<file path="config.mk">
export PLATFORM = sky130hd
export DESIGN_NAME = hazard_scoreboard_unit_flat
export DESIGN_NICKNAME = d
export VERILOG_FILES = /design/src/rtl/hazard_scoreboard_unit_if.sv /design/src/rtl/hazard_scoreboard_unit.sv /design/src/flat_wrapper.sv
export SDC_FILE = /design/constraint.sdc
export NUM_CORES = 1
export LEC_CHECK = 0
export ABC_AREA = 1
export BUFFER_PORTS_ARGS = -buffer_cell sky130_fd_sc_hd__buf_4
export CAP_MARGIN = 20
export CORE_MARGIN = 8
export CORE_UTILIZATION = 37
export CTS_CLUSTER_DIAMETER = 100
export CTS_CLUSTER_SIZE = 16
export DETAILED_ROUTE_END_ITERATION = 10
export GPL_ROUTABILITY_DRIVEN = 0
export PLACE_DENSITY_LB_ADDON = 0.08
export SKIP_CTS_REPAIR_TIMING = 1
export SLEW_MARGIN = 5
export SYNTH_ARGS = -nofsm -noshare
export SYNTH_HDL_FRONTEND = slang
export SYNTH_SLANG_ARGS = --single-unit
</file>
<file path="constraint.sdc">
create_clock -name CpuClk -period 2.4 [get_ports CpuClk]
set_input_delay 0.12 -clock CpuClk [delete_from_list [all_inputs] [get_ports CpuClk]]
set_output_delay 0.12 -clock CpuClk [all_outputs]
set_load 0.1 [all_outputs]
</file>
<file path="src/rtl/hazard_scoreboard_unit_if.sv">
// hazard_scoreboard_unit_if: pipeline hazard signals between the core datapath and the hazard unit.
interface hazard_scoreboard_unit_if #(
    parameter int RA_W  = 5,
    parameter int CNT_W = 32
);
    logic            ICacheMiss, DCacheMiss;
    logic            BranchE, JalrE, JalD;
    logic            MdStartE, LoadE;
    logic [1:0]      RegReadD, RegReadE;
    logic [RA_W-1:0] Rs1D, Rs2D, Rs1E, Rs2E, RdE, RdM, RdW;
    logic            RegWriteM, RegWriteW;
    logic            StallF, StallD, StallE, StallM, StallW;
    logic            FlushF, FlushD, FlushE, FlushM, FlushW;
    logic [1:0]      Forward1E, Forward2E;
    logic            MdBusy;
    logic [CNT_W-1:0] StallCycles, RedirectCount;

    modport master (
        output ICacheMiss, DCacheMiss, BranchE, JalrE, JalD, MdStartE, LoadE,
               RegReadD, RegReadE, Rs1D, Rs2D, Rs1E, Rs2E, RdE, RdM, RdW,
               RegWriteM, RegWriteW,
        input  StallF, StallD, StallE, StallM, StallW,
               FlushF, FlushD, FlushE, FlushM, FlushW,
               Forward1E, Forward2E, MdBusy, StallCycles, RedirectCount
    );

    modport slave (
        input  ICacheMiss, DCacheMiss, BranchE, JalrE, JalD, MdStartE, LoadE,
               RegReadD, RegReadE, Rs1D, Rs2D, Rs1E, Rs2E, RdE, RdM, RdW,
               RegWriteM, RegWriteW,
        output StallF, StallD, StallE, StallM, StallW,
               FlushF, FlushD, FlushE, FlushM, FlushW,
               Forward1E, Forward2E, MdBusy, StallCycles, RedirectCount
    );
endinterface

</file>
<file path="src/rtl/hazard_scoreboard_unit.sv">
// hazard_scoreboard_unit: stall/flush/forward control for the 5-stage core with mul/div
// occupancy tracking, load-use bubbling and saturating performance counters.
module hazard_scoreboard_unit #(
    parameter int RA_W       = 5,
    parameter int MD_LATENCY = 4,
    parameter int CNT_W      = 32
) (
    input  logic CpuClk,
    input  logic CpuRstN,
    hazard_scoreboard_unit_if.slave hz
);
    localparam int CW = $clog2(MD_LATENCY) + 1;
    localparam logic [CW-1:0] CNT_INIT = (MD_LATENCY > 1) ? CW'(MD_LATENCY - 2) : '0;
    localparam logic [RA_W-1:0] X0 = '0;

    typedef enum logic {RUN, MD_WAIT} state_t;

    state_t           r_state, w_state_nxt;
    logic [CW-1:0]    r_cnt, w_cnt_nxt;
    logic [CNT_W-1:0] r_stall_cycles, r_redirects;
    logic             w_take, w_md_stall, w_load_use, w_redirect;
    logic [4:0]       w_stall, w_flush;

    assign w_take     = (r_state == RUN) && hz.MdStartE && !hz.DCacheMiss && (MD_LATENCY > 1);
    assign w_md_stall = w_take || (r_state == MD_WAIT && r_cnt != '0);
    assign w_load_use = hz.LoadE && hz.RdE != X0 &&
                        ((hz.RegReadD[1] && hz.Rs1D == hz.RdE) || (hz.RegReadD[0] && hz.Rs2D == hz.RdE));

    always_ff @(posedge CpuClk) begin
        if (!CpuRstN) begin
            r_state        <= RUN;
            r_cnt          <= '0;
            r_stall_cycles <= '0;
            r_redirects    <= '0;
        end else begin
            r_state <= w_state_nxt;
            r_cnt   <= w_cnt_nxt;
            if (hz.StallF && r_stall_cycles != '1) r_stall_cycles <= r_stall_cycles + 1'b1;
            if (w_redirect && r_redirects != '1) r_redirects <= r_redirects + 1'b1;
        end
    end

    // The countdown keeps running under a D-cache miss; only the exit to RUN waits for it.
    always_comb begin
        w_state_nxt = r_state;
        w_cnt_nxt   = r_cnt;
        if (r_state == RUN) begin
            if (w_take) begin
                w_state_nxt = MD_WAIT;
                w_cnt_nxt   = CNT_INIT;
            end
        end else if (r_cnt != '0) w_cnt_nxt = r_cnt - 1'b1;
        else if (!hz.DCacheMiss) w_state_nxt = RUN;
    end

    // Vectors are {F, D, E, M, W}; earlier branches take priority.
    always_comb begin
        w_stall = '0;
        w_flush = '0;
        if (!CpuRstN) w_flush = '1;
        else if (hz.DCacheMiss) w_stall = '1;
        else if (hz.BranchE || hz.JalrE) w_flush = 5'b01100;
        else if (w_md_stall) begin
            w_stall = 5'b11100;
            w_flush = 5'b00010;
        end else if (w_load_use) begin
            w_stall = 5'b11000;
            w_flush = 5'b00100;
        end else if (hz.JalD) w_flush = 5'b01000;
        else if (hz.ICacheMiss) begin
            w_stall = 5'b10000;
            w_flush = 5'b01000;
        end
    end

    assign w_redirect = CpuRstN && !hz.DCacheMiss &&
                        (hz.BranchE || hz.JalrE || (hz.JalD && !w_md_stall && !w_load_use));

    assign {hz.StallF, hz.StallD, hz.StallE, hz.StallM, hz.StallW} = w_stall;
    assign {hz.FlushF, hz.FlushD, hz.FlushE, hz.FlushM, hz.FlushW} = w_flush;

    assign hz.Forward1E = (hz.RegReadE[1] && hz.RegWriteM && hz.RdM != X0 && hz.Rs1E == hz.RdM) ? 2'b10 :
                          (hz.RegReadE[1] && hz.RegWriteW && hz.RdW != X0 && hz.Rs1E == hz.RdW) ? 2'b01 : 2'b00;
    assign hz.Forward2E = (hz.RegReadE[0] && hz.RegWriteM && hz.RdM != X0 && hz.Rs2E == hz.RdM) ? 2'b10 :
                          (hz.RegReadE[0] && hz.RegWriteW && hz.RdW != X0 && hz.Rs2E == hz.RdW) ? 2'b01 : 2'b00;

    assign hz.MdBusy        = (r_state == MD_WAIT);
    assign hz.StallCycles   = r_stall_cycles;
    assign hz.RedirectCount = r_redirects;
endmodule

</file>
<file path="src/flat_wrapper.sv">
// flat-port wrapper written by rule: the top's interface ports become plain ports
module hazard_scoreboard_unit_flat 
#(
    parameter int RA_W       = 5,
    parameter int MD_LATENCY = 4,
    parameter int CNT_W      = 32
)
  (CpuClk, CpuRstN, hz_ICacheMiss, hz_DCacheMiss, hz_BranchE, hz_JalrE, hz_JalD, hz_MdStartE, hz_LoadE, hz_RegReadD, hz_RegReadE, hz_Rs1D, hz_Rs2D, hz_Rs1E, hz_Rs2E, hz_RdE, hz_RdM, hz_RdW, hz_RegWriteM, hz_RegWriteW, hz_StallF, hz_StallD, hz_StallE, hz_StallM, hz_StallW, hz_FlushF, hz_FlushD, hz_FlushE, hz_FlushM, hz_FlushW, hz_Forward1E, hz_Forward2E, hz_MdBusy, hz_StallCycles, hz_RedirectCount);
  hazard_scoreboard_unit_if #(.RA_W(RA_W), .CNT_W(CNT_W)) hz_i ();
  input  logic CpuClk;
  input  logic CpuRstN;
  input wire logic [$bits(hz_i.ICacheMiss)-1:0] hz_ICacheMiss;
  input wire logic [$bits(hz_i.DCacheMiss)-1:0] hz_DCacheMiss;
  input wire logic [$bits(hz_i.BranchE)-1:0] hz_BranchE;
  input wire logic [$bits(hz_i.JalrE)-1:0] hz_JalrE;
  input wire logic [$bits(hz_i.JalD)-1:0] hz_JalD;
  input wire logic [$bits(hz_i.MdStartE)-1:0] hz_MdStartE;
  input wire logic [$bits(hz_i.LoadE)-1:0] hz_LoadE;
  input wire logic [$bits(hz_i.RegReadD)-1:0] hz_RegReadD;
  input wire logic [$bits(hz_i.RegReadE)-1:0] hz_RegReadE;
  input wire logic [$bits(hz_i.Rs1D)-1:0] hz_Rs1D;
  input wire logic [$bits(hz_i.Rs2D)-1:0] hz_Rs2D;
  input wire logic [$bits(hz_i.Rs1E)-1:0] hz_Rs1E;
  input wire logic [$bits(hz_i.Rs2E)-1:0] hz_Rs2E;
  input wire logic [$bits(hz_i.RdE)-1:0] hz_RdE;
  input wire logic [$bits(hz_i.RdM)-1:0] hz_RdM;
  input wire logic [$bits(hz_i.RdW)-1:0] hz_RdW;
  input wire logic [$bits(hz_i.RegWriteM)-1:0] hz_RegWriteM;
  input wire logic [$bits(hz_i.RegWriteW)-1:0] hz_RegWriteW;
  output wire logic [$bits(hz_i.StallF)-1:0] hz_StallF;
  output wire logic [$bits(hz_i.StallD)-1:0] hz_StallD;
  output wire logic [$bits(hz_i.StallE)-1:0] hz_StallE;
  output wire logic [$bits(hz_i.StallM)-1:0] hz_StallM;
  output wire logic [$bits(hz_i.StallW)-1:0] hz_StallW;
  output wire logic [$bits(hz_i.FlushF)-1:0] hz_FlushF;
  output wire logic [$bits(hz_i.FlushD)-1:0] hz_FlushD;
  output wire logic [$bits(hz_i.FlushE)-1:0] hz_FlushE;
  output wire logic [$bits(hz_i.FlushM)-1:0] hz_FlushM;
  output wire logic [$bits(hz_i.FlushW)-1:0] hz_FlushW;
  output wire logic [$bits(hz_i.Forward1E)-1:0] hz_Forward1E;
  output wire logic [$bits(hz_i.Forward2E)-1:0] hz_Forward2E;
  output wire logic [$bits(hz_i.MdBusy)-1:0] hz_MdBusy;
  output wire logic [$bits(hz_i.StallCycles)-1:0] hz_StallCycles;
  output wire logic [$bits(hz_i.RedirectCount)-1:0] hz_RedirectCount;
  assign hz_i.ICacheMiss = hz_ICacheMiss;
  assign hz_i.DCacheMiss = hz_DCacheMiss;
  assign hz_i.BranchE = hz_BranchE;
  assign hz_i.JalrE = hz_JalrE;
  assign hz_i.JalD = hz_JalD;
  assign hz_i.MdStartE = hz_MdStartE;
  assign hz_i.LoadE = hz_LoadE;
  assign hz_i.RegReadD = hz_RegReadD;
  assign hz_i.RegReadE = hz_RegReadE;
  assign hz_i.Rs1D = hz_Rs1D;
  assign hz_i.Rs2D = hz_Rs2D;
  assign hz_i.Rs1E = hz_Rs1E;
  assign hz_i.Rs2E = hz_Rs2E;
  assign hz_i.RdE = hz_RdE;
  assign hz_i.RdM = hz_RdM;
  assign hz_i.RdW = hz_RdW;
  assign hz_i.RegWriteM = hz_RegWriteM;
  assign hz_i.RegWriteW = hz_RegWriteW;
  assign hz_StallF = hz_i.StallF;
  assign hz_StallD = hz_i.StallD;
  assign hz_StallE = hz_i.StallE;
  assign hz_StallM = hz_i.StallM;
  assign hz_StallW = hz_i.StallW;
  assign hz_FlushF = hz_i.FlushF;
  assign hz_FlushD = hz_i.FlushD;
  assign hz_FlushE = hz_i.FlushE;
  assign hz_FlushM = hz_i.FlushM;
  assign hz_FlushW = hz_i.FlushW;
  assign hz_Forward1E = hz_i.Forward1E;
  assign hz_Forward2E = hz_i.Forward2E;
  assign hz_MdBusy = hz_i.MdBusy;
  assign hz_StallCycles = hz_i.StallCycles;
  assign hz_RedirectCount = hz_i.RedirectCount;
  hazard_scoreboard_unit #(.RA_W(RA_W), .MD_LATENCY(MD_LATENCY), .CNT_W(CNT_W)) u_core (.CpuClk(CpuClk), .CpuRstN(CpuRstN), .hz(hz_i));
endmodule
</file>
=== Word level (Yosys, flattened, before mapping) ===
Cells that the tools add are included.

* Memories: 0
* RAM bits: 0
* Bits in registers: 68
* Output and inout bits: 79
* Latch bits: 0
* Word-level logic and storage cells: 80
* Bits in read-only memories: 0

* Magnitude comparators: 0
* Add/sub/neg operators: 3
* Equality and inequality tests: 9
* Div/mod/pow operators: 0
* Bitwise logic cells: 1
* Mux-type cells: 25
* Shifts and indexed selects: 0
* Multipliers: 0
* Reductions and logical operators: 38

{| class="wikitable"
|+ Operators with widths
! kind !! count
|-
| $mux W5 || 13
|-
| $add A32 B1 Y32 const B || 2
|-
| $ne A32 B32 Y1 const B || 2
|-
| $eq A5 B5 Y1 || 6
|-
| $logic_and A1 B1 Y1 || 25
|-
| $reduce_bool A5 Y1 || 3
|-
| $mux W3 || 3
|-
| $mux W1 || 6
|-
| $logic_or A1 B1 Y1 || 4
|-
| $mux W2 || 2
|-
| $mux W4 || 1
|-
| $logic_not A1 Y1 || 3
|-
| $reduce_bool A3 Y1 || 1
|-
| $sub A3 B1 Y3 const B || 1
|-
| $ne A2 B2 Y1 const B || 1
|-
| $reduce_and A2 Y1 || 1
|-
| $reduce_bool A2 Y1 || 1
|-
| $not A1 Y1 || 1
|}

=== Logic depth before layout (Yosys ltp) ===
* Word-level depth: 10
* Gate-level depth with buffers: 15
* Mapped depth without buffers: 14

=== Least setup slack after synthesis ===
No wires, ideal clock.

* Kind: input-to-output
* Start: input port hz_Rs2E[4]
* End: output port hz_Forward2E[0]
* Path buffers: 0
* Required time: 2.280 ns
* Slack: -3.062 ns
* Data arrival time: 5.342 ns
* Stages: 5
* Cell sequence: inv_1 o22ai_1 nor3_1 nor4b_1 nor2_1

* Cells in the longest elaborated chain, start to end: 4
* Elaborated cells on any way between the ends: 6
* Classes of those cells: 2 x eq/ne; 2 x mux; 2 x reduce/logical

{| class="wikitable"
|+ Ends and longest elaborated chain
! item !! line !! RTL
|-
| start: declaration || flat_wrapper.sv:24 || <nowiki>input wire logic [$bits(hz_i.Rs2E)-1:0] hz_Rs2E;</nowiki>
|-
| $eq A5 B5 Y1 || hazard_scoreboard_unit.sv:85 || <nowiki>(hz.RegReadE[0] && hz.RegWriteW && hz.RdW != X0 && hz.Rs2E == hz.RdW) ? 2'b01 : 2'b00;</nowiki>
|-
| $logic_and A1 B1 Y1 || hazard_scoreboard_unit.sv:85 ||
|-
| $mux W1 || hazard_scoreboard_unit.sv:85 ||
|-
| $mux W2 (*) || hazard_scoreboard_unit.sv:84 || <nowiki>assign hz.Forward2E = (hz.RegReadE[0] && hz.RegWriteM && hz.RdM != X0 && hz.Rs2E == hz.RdM) ? 2'b10 :</nowiki>
|-
| end: declaration || flat_wrapper.sv:41 || <nowiki>output wire logic [$bits(hz_i.Forward2E)-1:0] hz_Forward2E;</nowiki>
|}

Mark *: on every way between the ends. The rest lies on a longest branch, timed or not.

=== Worst setup path after layout ===
* Start: register u_core.r_cnt[0]
* End: output port hz_StallF

* Cells in the longest elaborated chain, start to end: 7

{| class="wikitable"
|+ Ends and longest elaborated chain
! item !! line !! RTL
|-
| start: declaration || hazard_scoreboard_unit.sv:19 || <nowiki>logic [CW-1:0] r_cnt, w_cnt_nxt;</nowiki>
|-
| start signal: assignment || hazard_scoreboard_unit.sv:37 || <nowiki>r_cnt <= w_cnt_nxt;</nowiki>
|-
| $reduce_bool A3 Y1 || hazard_scoreboard_unit.sv:25 || <nowiki>assign w_md_stall = w_take || (r_state == MD_WAIT && r_cnt != '0);</nowiki>
|-
| $logic_and A1 B1 Y1 || hazard_scoreboard_unit.sv:25 ||
|-
| $logic_or A1 B1 Y1 || hazard_scoreboard_unit.sv:25 ||
|-
| $mux W5 || hazard_scoreboard_unit.sv:63 || <nowiki>else if (w_md_stall) begin</nowiki>
|-
| $mux W5 || hazard_scoreboard_unit.sv:62 || <nowiki>else if (hz.BranchE || hz.JalrE) w_flush = 5'b01100;</nowiki>
|-
| $mux W5 || hazard_scoreboard_unit.sv:61 || <nowiki>else if (hz.DCacheMiss) w_stall = '1;</nowiki>
|-
| $mux W5 || hazard_scoreboard_unit.sv:60 || <nowiki>if (!CpuRstN) w_flush = '1;</nowiki>
|-
| end: declaration || flat_wrapper.sv:30 || <nowiki>output wire logic [$bits(hz_i.StallF)-1:0] hz_StallF;</nowiki>
|}

No other way between the ends.

==> flow_summary.json <==
{
  "synth_seq_area_share_pct": 27.7,
  "drt_iter0_markers": 351,
  "syn_to_final_growth_pct": 30.8,
  "path_cells": "inv_1 > ha_1 > a21oi_1 > inv_1 > nand2_1 > inv_1 > nand2_1 > nand2_1 > nand3_2 > buf_4",
  "die_y_um": 131,
  "cpPeakStageDelay_ns": 0.35,
  "hold_viol_final": 0,
  "yosysTopAreaCell": "dfxtp_1",
  "synth_top_family_by_area": "simple AND/OR/NAND/NOR gates",
  "crit_family": "buffers and inverters",
  "min_path_cells": 3,
  "syn_area_um2": 4920,
  "worstMarginPinSlew_ns": 0.667,
  "synthArstFlopShare_pct": 0,
  "ir_drop_mv": 0.296,
  "grt_pass1_wl_um": 26800,
  "grt_usage_pct": 18.4,
  "clkLatencyLatePin_ns": 0.33,
  "power_mw": 3.05,
  "fill_cells": 1361,
  "overflow": 0,
  "worst-setup-path-type": "flip-flop to output port",
  "dieArea_um2": 17200,
  "cap_violations": 0,
  "synth-xor-area-share_pct": 8.54,
  "core-area_um2": 13100,
  "dpl.hpwl_um": 12500,
  "post-route-period-util_pct": 93.8,
  "grt_max_degree": 58,
  "hold_path_class": "input pin to flip-flop",
  "drive_gt1_share_pct": 21.2,
  "initial_utilization_pct": 37.5,
  "status": "complete, no violations",
  "synth_ff_type": "dfxtp_1",
  "cp_slowest_cell": "buf_4",
  "synth-adder-area-share_pct": 1.02,
  "max_clock_freq_mhz": 444,
  "synth.distinct_cells": 39,
  "avgSynthCellArea_um2": 6.23,
  "synth_compound_area_share_pct": 10.1,
  "skew_ns": 0.0110,
  "crit_buf_inv": 4,
  "cp.required_ns": 2.28,
  "cp_num_cells": 10,
  "setup_viol": 0,
  "portBuffers": 128,
  "die_w_um": 131,
  "rsz0062_at_grt": "yes",
  "p_leak_nw": 2.85,
  "critPathArrivalTime_ns": 2.13,
  "clock_sinks": 68,
  "post-route-drc-count": 0,
  "finalNonFillerCells": 1092,
  "r2r_cells": 12,
  "routed_wl_um": 16300,
  "p_per_area_nw_per_um2": 474,
  "synthTopCellsByArea": "dfxtp_1 (28%), nand2_1 (17%), a21oi_1 (6.9%)",
  "ys_warn_count": 0,
  "synthTopCellsByCount": "nand2_1 (218), inv_1 (90), nor2_1 (86)",
  "wirelength_met1_um": 6870,
  "end_kind": "output port",
  "antenna_found_initial": 0,
  "rows": 42,
  "timing.final.max_slew_violations": 0,
  "layout.nets": 965,
  "clk_pin_slew_worst_paths_ns": 0.06,
  "via_per_inst": 5.08,
  "ctsLongestPathBuffers": 2,
  "grt_pass1_vias": 5428,
  "yosys.area_share.simple_pct": 41.9,
  "vias": 5545,
  "finalSetupTns_ns": 0,
  "drt_pass1_iterations": 5,
  "netlist.area_leader.share_pct": 27.7,
  "htreeDepth": 3,
  "yosysMostFrequentCell": "nand2_1",
  "synthMuxAreaShare_pct": 0,
  "synth_cells": 790,
  "met3WireLength_um": 681,
  "slew_headroom_pct": 55.5,
  "place_inst": 1076,
  "numCtsBuffers": 9,
  "cts_tree": "built",
  "crit_path_max_fanout": 14,
  "syn_nets": 844,
  "synth-seq-cells": 68,
  "min_period_ns": 2.25,
  "routed.top_layer": "met4",
  "wl_met2_um": 8450,
  "synth_edf_count": 0,
  "routedWlPerCell_um": 14.9,
  "antennaDiodeCount": 0,
  "cts-root-buf": "clkbuf_16",
  "cp-start-kind": "flip-flop",
  "pin_count": 129,
  "ant_nets": 0
}
## routing by layer
| layer | global-route usage [%] | vias up |
|---|---|---|
| met2 | 33.7 | 158 |
| li1 | - | 2831 |
| met1 | 21.1 | 2531 |
| met5 | 0 | - |
| met3 | 3.35 | 25 |
| met4 | 5.49 | 0 |
## worst paths after layout
check / end / slack [ns] / start
setup / recovery: hz_StallF / 0.15 / u_core.r_cnt[0]
hold reg to reg: u_core.r_cnt[0] / 0.45 / u_core.r_cnt[0]
hold / removal: u_core.hz.StallCycles[0] / 0.13 / CpuRstN
setup reg to reg: u_core.hz.StallCycles[25] / 0.23 / u_core.r_cnt[0]
## worst min-delay path, cell delays in order
cell	delay [ns]
buf_4	0.18
nand2_1	0.08
nor2_1	0.03
## cells by family after synthesis
family | after synthesis
AND/OR/NAND/NOR | 454
buffers and inverters | 124
AO/OA/AOI/OAI | 92
flip-flops | 68
XOR/XNOR | 48
adder cells (fa/ha/maj) | 4
## state kept, by name, indices dropped and copies added, names as in the netlist
| signal | count |
|---|---|
| u_core.hz.StallCycles | 32 |
| u_core.hz.MdBusy | 1 |
| u_core.hz.RedirectCount | 32 |
| u_core.r_cnt | 3 |
## power by group
part	switching [mW]	leakage, nW	total [mW]	internal [mW]
registers	0.0104	0.552	1.15	1.14
clock network	0.518	0.154	1.42	0.900
logic	0.339	2.14	0.484	0.145
total	0.867	2.85	3.05	2.19
## cells in the final DEF, fill, tap and decap left out, types with 2 or more instances in the layout
cell	netlist	final
o21ai_0	7	6
nor2_4	3	3
clkinv_4	0	2
ha_1	4	4
inv_2	3	4
a21oi_1	68	66
dfxtp_2	0	7
nand3_2	2	2
nand3b_1	4	4
nand4_2	3	3
clkbuf_16	0	10
a211oi_1	2	2
nand2_2	3	4
buf_4	7	140
inv_1	90	89
and3_1	2	2
o22ai_1	6	6
o211ai_1	4	4
a21oi_2	1	2
a221oi_1	2	2
nor2_1	86	84
nand2_1	218	217
nor2_2	1	3
xor2_1	36	36
nor3_1	26	26
dfxtp_1	68	60
xnor2_1	12	12
nand4_1	42	42
nand3_1	55	55
nor3_2	2	2
## final cells by class
class	count	area, um^2	area share [%]
Tap cell	176	220	3.42
Multi-Input combinational cell	598	3100	48.2
Inverter	93	349	5.42
Sequential cell	68	1370	21.3
Clock buffer	12	268	4.16
Timing Repair Buffer	141	1070	16.6
Clock inverter	4	55.1	0.855
## stage by stage
stage	util [%]	cell area [um^2]	setup slack, ns	hold WS [ns]
after floorplan	-	5000	-0.0489	0.366
after global placement	46.6	6120	0.317	0.434
after detailed placement	46.6	6120	0.244	0.448
after CTS	49.0	6440	0.147	0.121
after global routing	49.0	6440	-0.0549	0.140
final	49.0	6440	0.150	0.128
Note: power is estimated with default switching activity, not from simulation.
